<file path="config.mk">
export PLATFORM = sky130hd
export DESIGN_NAME = argmax_10class
export DESIGN_NICKNAME = d
export VERILOG_FILES = /design/src/rtl/argmax_10class.sv
export SDC_FILE = /design/constraint.sdc
export NUM_CORES = 1
export LEC_CHECK = 0
export ABC_AREA = 1
export BUFFER_PORTS_ARGS = -buffer_cell sky130_fd_sc_hd__clkbuf_2
export CORE_MARGIN = 5
export CORE_UTILIZATION = 45
export DETAILED_ROUTE_END_ITERATION = 16
export PLACE_DENSITY_LB_ADDON = 0.1
export RECOVER_POWER = 100
export SLEW_MARGIN = 20
export SYNTH_ARGS = -nofsm -noshare
export SYNTH_HDL_FRONTEND = slang
export SYNTH_SLANG_ARGS = --single-unit
export TNS_END_PERCENT = 20
</file>
<file path="constraint.sdc">
create_clock -name i_clk -period 2.8 [get_ports i_clk]
set_input_delay 0.42 -clock i_clk [delete_from_list [all_inputs] [get_ports i_clk]]
set_output_delay 0.42 -clock i_clk [all_outputs]
set_load 0.01 [all_outputs]
</file>
<file path="src/rtl/argmax_10class.sv">
// Running arg-max over one frame of class scores from the class sequencer.
// Publishes the winning class and its score through a valid/ready result register.
module argmax_10class #(
    parameter int NUM_CLASSES = 10,
    parameter int SCORE_W     = 16
) (
    input  logic                      i_clk,
    input  logic                      i_rst_n,
    input  logic [3:0]                i_state,
    input  logic                      i_transition,
    input  logic signed [SCORE_W-1:0] i_score,
    input  logic                      i_score_valid,
    input  logic                      i_ready,
    output logic                      o_valid,
    output logic [3:0]                o_digit,
    output logic signed [SCORE_W-1:0] o_score,
    output logic                      o_overrun,
    output logic                      o_seq_err,
    output logic [15:0]               o_frame_cnt
);

    localparam logic [3:0] LAST_IDX = 4'(NUM_CLASSES - 1);

    typedef enum logic {S_WAIT, S_ACC} state_t;

    // Strict signed compare: on a tie the earlier (lower) class keeps the lead.
    function automatic logic beats(input logic signed [SCORE_W-1:0] cand,
                                   input logic signed [SCORE_W-1:0] best);
        return cand > best;
    endfunction

    state_t                      state_q, state_d;
    logic signed [SCORE_W-1:0]   best_score_q, best_score_d;
    logic [3:0]                  best_idx_q, best_idx_d;
    logic [3:0]                  exp_idx_q, exp_idx_d;
    logic                        valid_q, valid_d;
    logic [3:0]                  digit_q, digit_d;
    logic signed [SCORE_W-1:0]   score_q, score_d;
    logic                        overrun_q, overrun_d;
    logic                        seq_err_q, seq_err_d;
    logic [15:0]                 frame_cnt_q, frame_cnt_d;

    logic                        frame_start;
    logic                        publish;
    logic [3:0]                  pub_idx;
    logic signed [SCORE_W-1:0]   pub_score;

    assign frame_start = i_score_valid && i_transition && (i_state == 4'd0);

    always_comb begin
        state_d      = state_q;
        best_score_d = best_score_q;
        best_idx_d   = best_idx_q;
        exp_idx_d    = exp_idx_q;
        publish      = 1'b0;
        pub_idx      = best_idx_q;
        pub_score    = best_score_q;
        seq_err_d    = 1'b0;

        case (state_q)
            S_WAIT: begin
                if (frame_start) begin
                    best_score_d = i_score;
                    best_idx_d   = 4'd0;
                    exp_idx_d    = 4'd1;
                    state_d      = S_ACC;
                end
            end
            S_ACC: begin
                if (i_score_valid) begin
                    if (!i_transition && (i_state == exp_idx_q)) begin
                        if (beats(i_score, best_score_q)) begin
                            pub_idx   = i_state;
                            pub_score = i_score;
                        end
                        if (i_state == LAST_IDX) begin
                            publish = 1'b1;
                            state_d = S_WAIT;
                        end else begin
                            best_score_d = pub_score;
                            best_idx_d   = pub_idx;
                            exp_idx_d    = exp_idx_q + 4'd1;
                        end
                    end else begin
                        // Out-of-order sample: drop the frame, but a fresh frame start restarts at once.
                        seq_err_d = 1'b1;
                        if (frame_start) begin
                            best_score_d = i_score;
                            best_idx_d   = 4'd0;
                            exp_idx_d    = 4'd1;
                        end else begin
                            state_d = S_WAIT;
                        end
                    end
                end
            end
            default: state_d = S_WAIT;
        endcase
    end

    always_comb begin
        valid_d     = valid_q;
        digit_d     = digit_q;
        score_d     = score_q;
        frame_cnt_d = frame_cnt_q;
        overrun_d   = 1'b0;

        if (publish) begin
            // A result consumed in this same cycle frees the register for the new one.
            if (!valid_q || i_ready) begin
                valid_d     = 1'b1;
                digit_d     = pub_idx;
                score_d     = pub_score;
                frame_cnt_d = frame_cnt_q + 16'd1;
            end else begin
                overrun_d = 1'b1;
            end
        end else if (valid_q && i_ready) begin
            valid_d = 1'b0;
        end
    end

    always_ff @(posedge i_clk or negedge i_rst_n) begin
        if (!i_rst_n) begin
            state_q      <= S_WAIT;
            best_score_q <= '0;
            best_idx_q   <= '0;
            exp_idx_q    <= '0;
            valid_q      <= 1'b0;
            digit_q      <= '0;
            score_q      <= '0;
            overrun_q    <= 1'b0;
            seq_err_q    <= 1'b0;
            frame_cnt_q  <= '0;
        end else begin
            state_q      <= state_d;
            best_score_q <= best_score_d;
            best_idx_q   <= best_idx_d;
            exp_idx_q    <= exp_idx_d;
            valid_q      <= valid_d;
            digit_q      <= digit_d;
            score_q      <= score_d;
            overrun_q    <= overrun_d;
            seq_err_q    <= seq_err_d;
            frame_cnt_q  <= frame_cnt_d;
        end
    end

    assign o_valid     = valid_q;
    assign o_digit     = digit_q;
    assign o_score     = score_q;
    assign o_overrun   = overrun_q;
    assign o_seq_err   = seq_err_q;
    assign o_frame_cnt = frame_cnt_q;

endmodule

</file>
==> impl_metrics.env <==
export IMPL_grt_pass1_wl_um=16700
export IMPL_wl_um=9610
export IMPL_cp_required_ps=3030
export IMPL_avgSynthCellArea_um2=7.34
export IMPL_period_share_pct=84.5
export IMPL_max_freq_mhz=423
export IMPL_holdWs_ps=384
export IMPL_die_w_um=104
export IMPL_yosysWarningCount=0
export IMPL_cts_tree="built"
export IMPL_coreArea_um2=8680
export IMPL_synth_edff_count=0
export IMPL_placed_area_um2=4420
export IMPL_post_drt_via_cell_ratio=5.09
export IMPL_synth_ff_type="dfrtp_1"
export IMPL_routed_via_count=3663
export IMPL_cts_clk_slew_worst_paths_ps=80
export IMPL_grt_ovfl_total=0
export IMPL_synth_nets=587
export IMPL_worst_path_buf_inv=4
export IMPL_cts_hold_buf=0
export IMPL_yosys_cell_count_top_type="nand2_1"
export IMPL_synthTopCellsByCount="nand2_1, inv_1, dfrtp_1"
export IMPL_fin_util_pct=52.4
export IMPL_tns_ps=0
export IMPL_drt_initial_drc_count=155
export IMPL_portBuffers=63
export IMPL_violations="max-capacitance violations, max-slew violations"
export IMPL_crit_top_cell="nand2_1"
export IMPL_route_detailed_wl_per_inst_um=13.4
export IMPL_critPathMaxStageDelay_ps=400
export IMPL_maxSlewViolCount=65
export IMPL_final_cell_area_um2=4550
export IMPL_nNetsFinal=650
export IMPL_synthArstFlopShare_pct=100
export IMPL_synth_top_area_share_pct=40.1
export IMPL_cp_max_fo=14
export IMPL_wl_met1_um=4620
export IMPL_power_leakage_nw=2.35
export IMPL_hp_class="in -> reg"
export IMPL_clkLatencyLatePin_ps=340
export IMPL_antenna_found_initial=0
export IMPL_max_slew_worst_pin_slew_ps=1610
export IMPL_first_pass_iters=5
export IMPL_cts_resized=0
export IMPL_cts_buffers=9
export IMPL_grt_use_total_pct=18.3
export IMPL_ir_drop_v=0.000257
export IMPL_hpwl_um=6720
export IMPL_worstSetupPathType="reg -> reg"
export IMPL_num_antenna_cells=0
export IMPL_syn_to_final_growth_pct=14.0
export IMPL_htree_levels=3
export IMPL_cts_root_buf="clkbuf_8"
export IMPL_syn_area_um2=3990
export IMPL_wl_met3_um=559
export IMPL_synth_distinct_cells=35
export IMPL_die_y_um=104
export IMPL_post_cts_setup_buffer_count=0
export IMPL_initial_core_util_pct=46.0
export IMPL_cts_sink_count=64
export IMPL_syn_inst=544
export IMPL_wl_met2_um=4360
export IMPL_power_density_nw_per_um2=600
export IMPL_drive_gt1_share_pct=9.98
export IMPL_slowest_stage="dfrtp_1"
export IMPL_top_layer="met4"
export IMPL_yosysSeqAreaShare_pct=40.1
export IMPL_max_slew_margin_rel_pct=-7.39
export IMPL_route_detailed_drc=0
export IMPL_num_rows=34
export IMPL_setup_viol=0
export IMPL_hold_violations=0
export IMPL_status="finished with violations"
export IMPL_ioPinCount=64
export IMPL_grt_setup_unrepaired="no"
export IMPL_cts_max_path_buffers=2
export IMPL_cp_top_family="simple AND/OR/NAND/NOR gates"
export IMPL_synth_area_leaders="dfrtp_1, nand2_1, inv_1"
export IMPL_gp_congestion=0.802
export IMPL_min_period_ps=2370
export IMPL_start_kind="flip-flop"
export IMPL_maxCapViolations=1
export IMPL_synth_area_leader_cell="dfrtp_1"
export IMPL_dieArea_um2=10900
export IMPL_grt_pass1_vias=3384
export IMPL_cp_data_arrival_time_ps=2600
export IMPL_ant_nets=0
export IMPL_synth_seq_cells=64
export IMPL_fin_skew_ps=13.1
export IMPL_path_cells="inv_1, ha_1, nand2_1, inv_1, nand3_1, nor2_1, nand2_1, nand2_1, nand2_2, nand3_2, clkbuf_1, nand2_1, o21ai_0, nand2_1, nand2_1, inv_1"
export IMPL_power_mw=2.73
export IMPL_endpoint_kind="flip-flop"
export IMPL_grt_start_max_net_pins=65
==> per-stage QoR <==
step                      setup WS [ps]  instances
after floorplan                     757        544
after global placement              462        704
after detailed placement            388        704
after CTS                           493        719
after global routing                136        719
final                               433        719
==> worst register-to-register path: cells and delay by family, from the launching register on <==
family,cells,cell delay [ps]
compound gates,1,130
fa+ha+maj,1,330
buf+inv,4,410
flops,1,400
simple gates,10,990
==> placed cells by master (no fill, tap or decap), types with 3 or more instances in the layout <==
master / count
nand2_1: 170
inv_1: 69
dfrtp_1: 64
nand3_1: 45
clkbuf_1: 40
o21ai_0: 36
a21oi_1: 33
nor2_1: 30
clkbuf_2: 25
nand4_1: 20
ha_1: 18
xnor2_1: 14
clkbuf_8: 9
buf_4: 5
or2_2: 4
a31oi_1: 3
==> registers in the layout, indices dropped and copies added, names as in the netlist <==
signal,count
o_digit,4
best_idx_q,4
o_valid,1
o_overrun,1
o_seq_err,1
best_score_q,16
state_q,1
o_frame_cnt,16
exp_idx_q,4
o_score,16
==> per-layer routing <==
metal / track usage, % / vias to the layer above
li1: - / 1877
met1: 25.9 / 1675
met2: 28.4 / 104
met3: 4.28 / 7
met4: 4.53 / 0
met5: 0 / -
==> cell families after synthesis <==
kind of cell               Yosys count  share of synthesized area, %
AOI/OAI and AO/OA                   77                          10.1
DFF                                 64                          40.1
xor gates and xnor gates            15                          3.29
buffers and inverters               93                          9.91
and+or+nand+nor                    277                          30.9
adders and majority gates           18                          5.64
==> power breakdown <==
group	internal (mW)	total (mW)	switching [mW]
registers	1.01	1.09	0.0855
logic	0.283	0.772	0.489
clock network	0.493	0.863	0.370
total	1.79	2.73	0.945
==> final timing paths <==
path,start,to,slack [ps],depth (start not counted)
setup reg to reg,best_score_q[15]$_DFFE_PN0P_,o_digit[0]$_DFFE_PN0P_,430,16
setup / recovery,best_score_q[15]$_DFFE_PN0P_,o_digit[0]$_DFFE_PN0P_,430,16
hold reg to reg,o_score[13]$_DFFE_PN0P_,o_score[13]$_DFFE_PN0P_,500,2
hold / removal,i_score_valid,o_seq_err$_DFF_PN0_,380,3
min in group asynchronous,i_rst_n,best_score_q[12]$_DFFE_PN0P_,530,2
max in group asynchronous,i_rst_n,o_score[14]$_DFFE_PN0P_,1260,2
==> cell type report <==
| class | count | area, µm² |
|---|---|---|
| Sequential cell | 64 | 1600 |
| Timing Repair Buffer | 73 | 358 |
| Clock buffer | 9 | 124 |
| Tap cell | 108 | 135 |
| Multi-Input combinational cell | 387 | 1970 |
| Clock inverter | 6 | 85.1 |
| Inverter | 72 | 272 |
| Fill cell | 916 | 4130 |
Note: power is estimated with default switching activity, not from simulation.
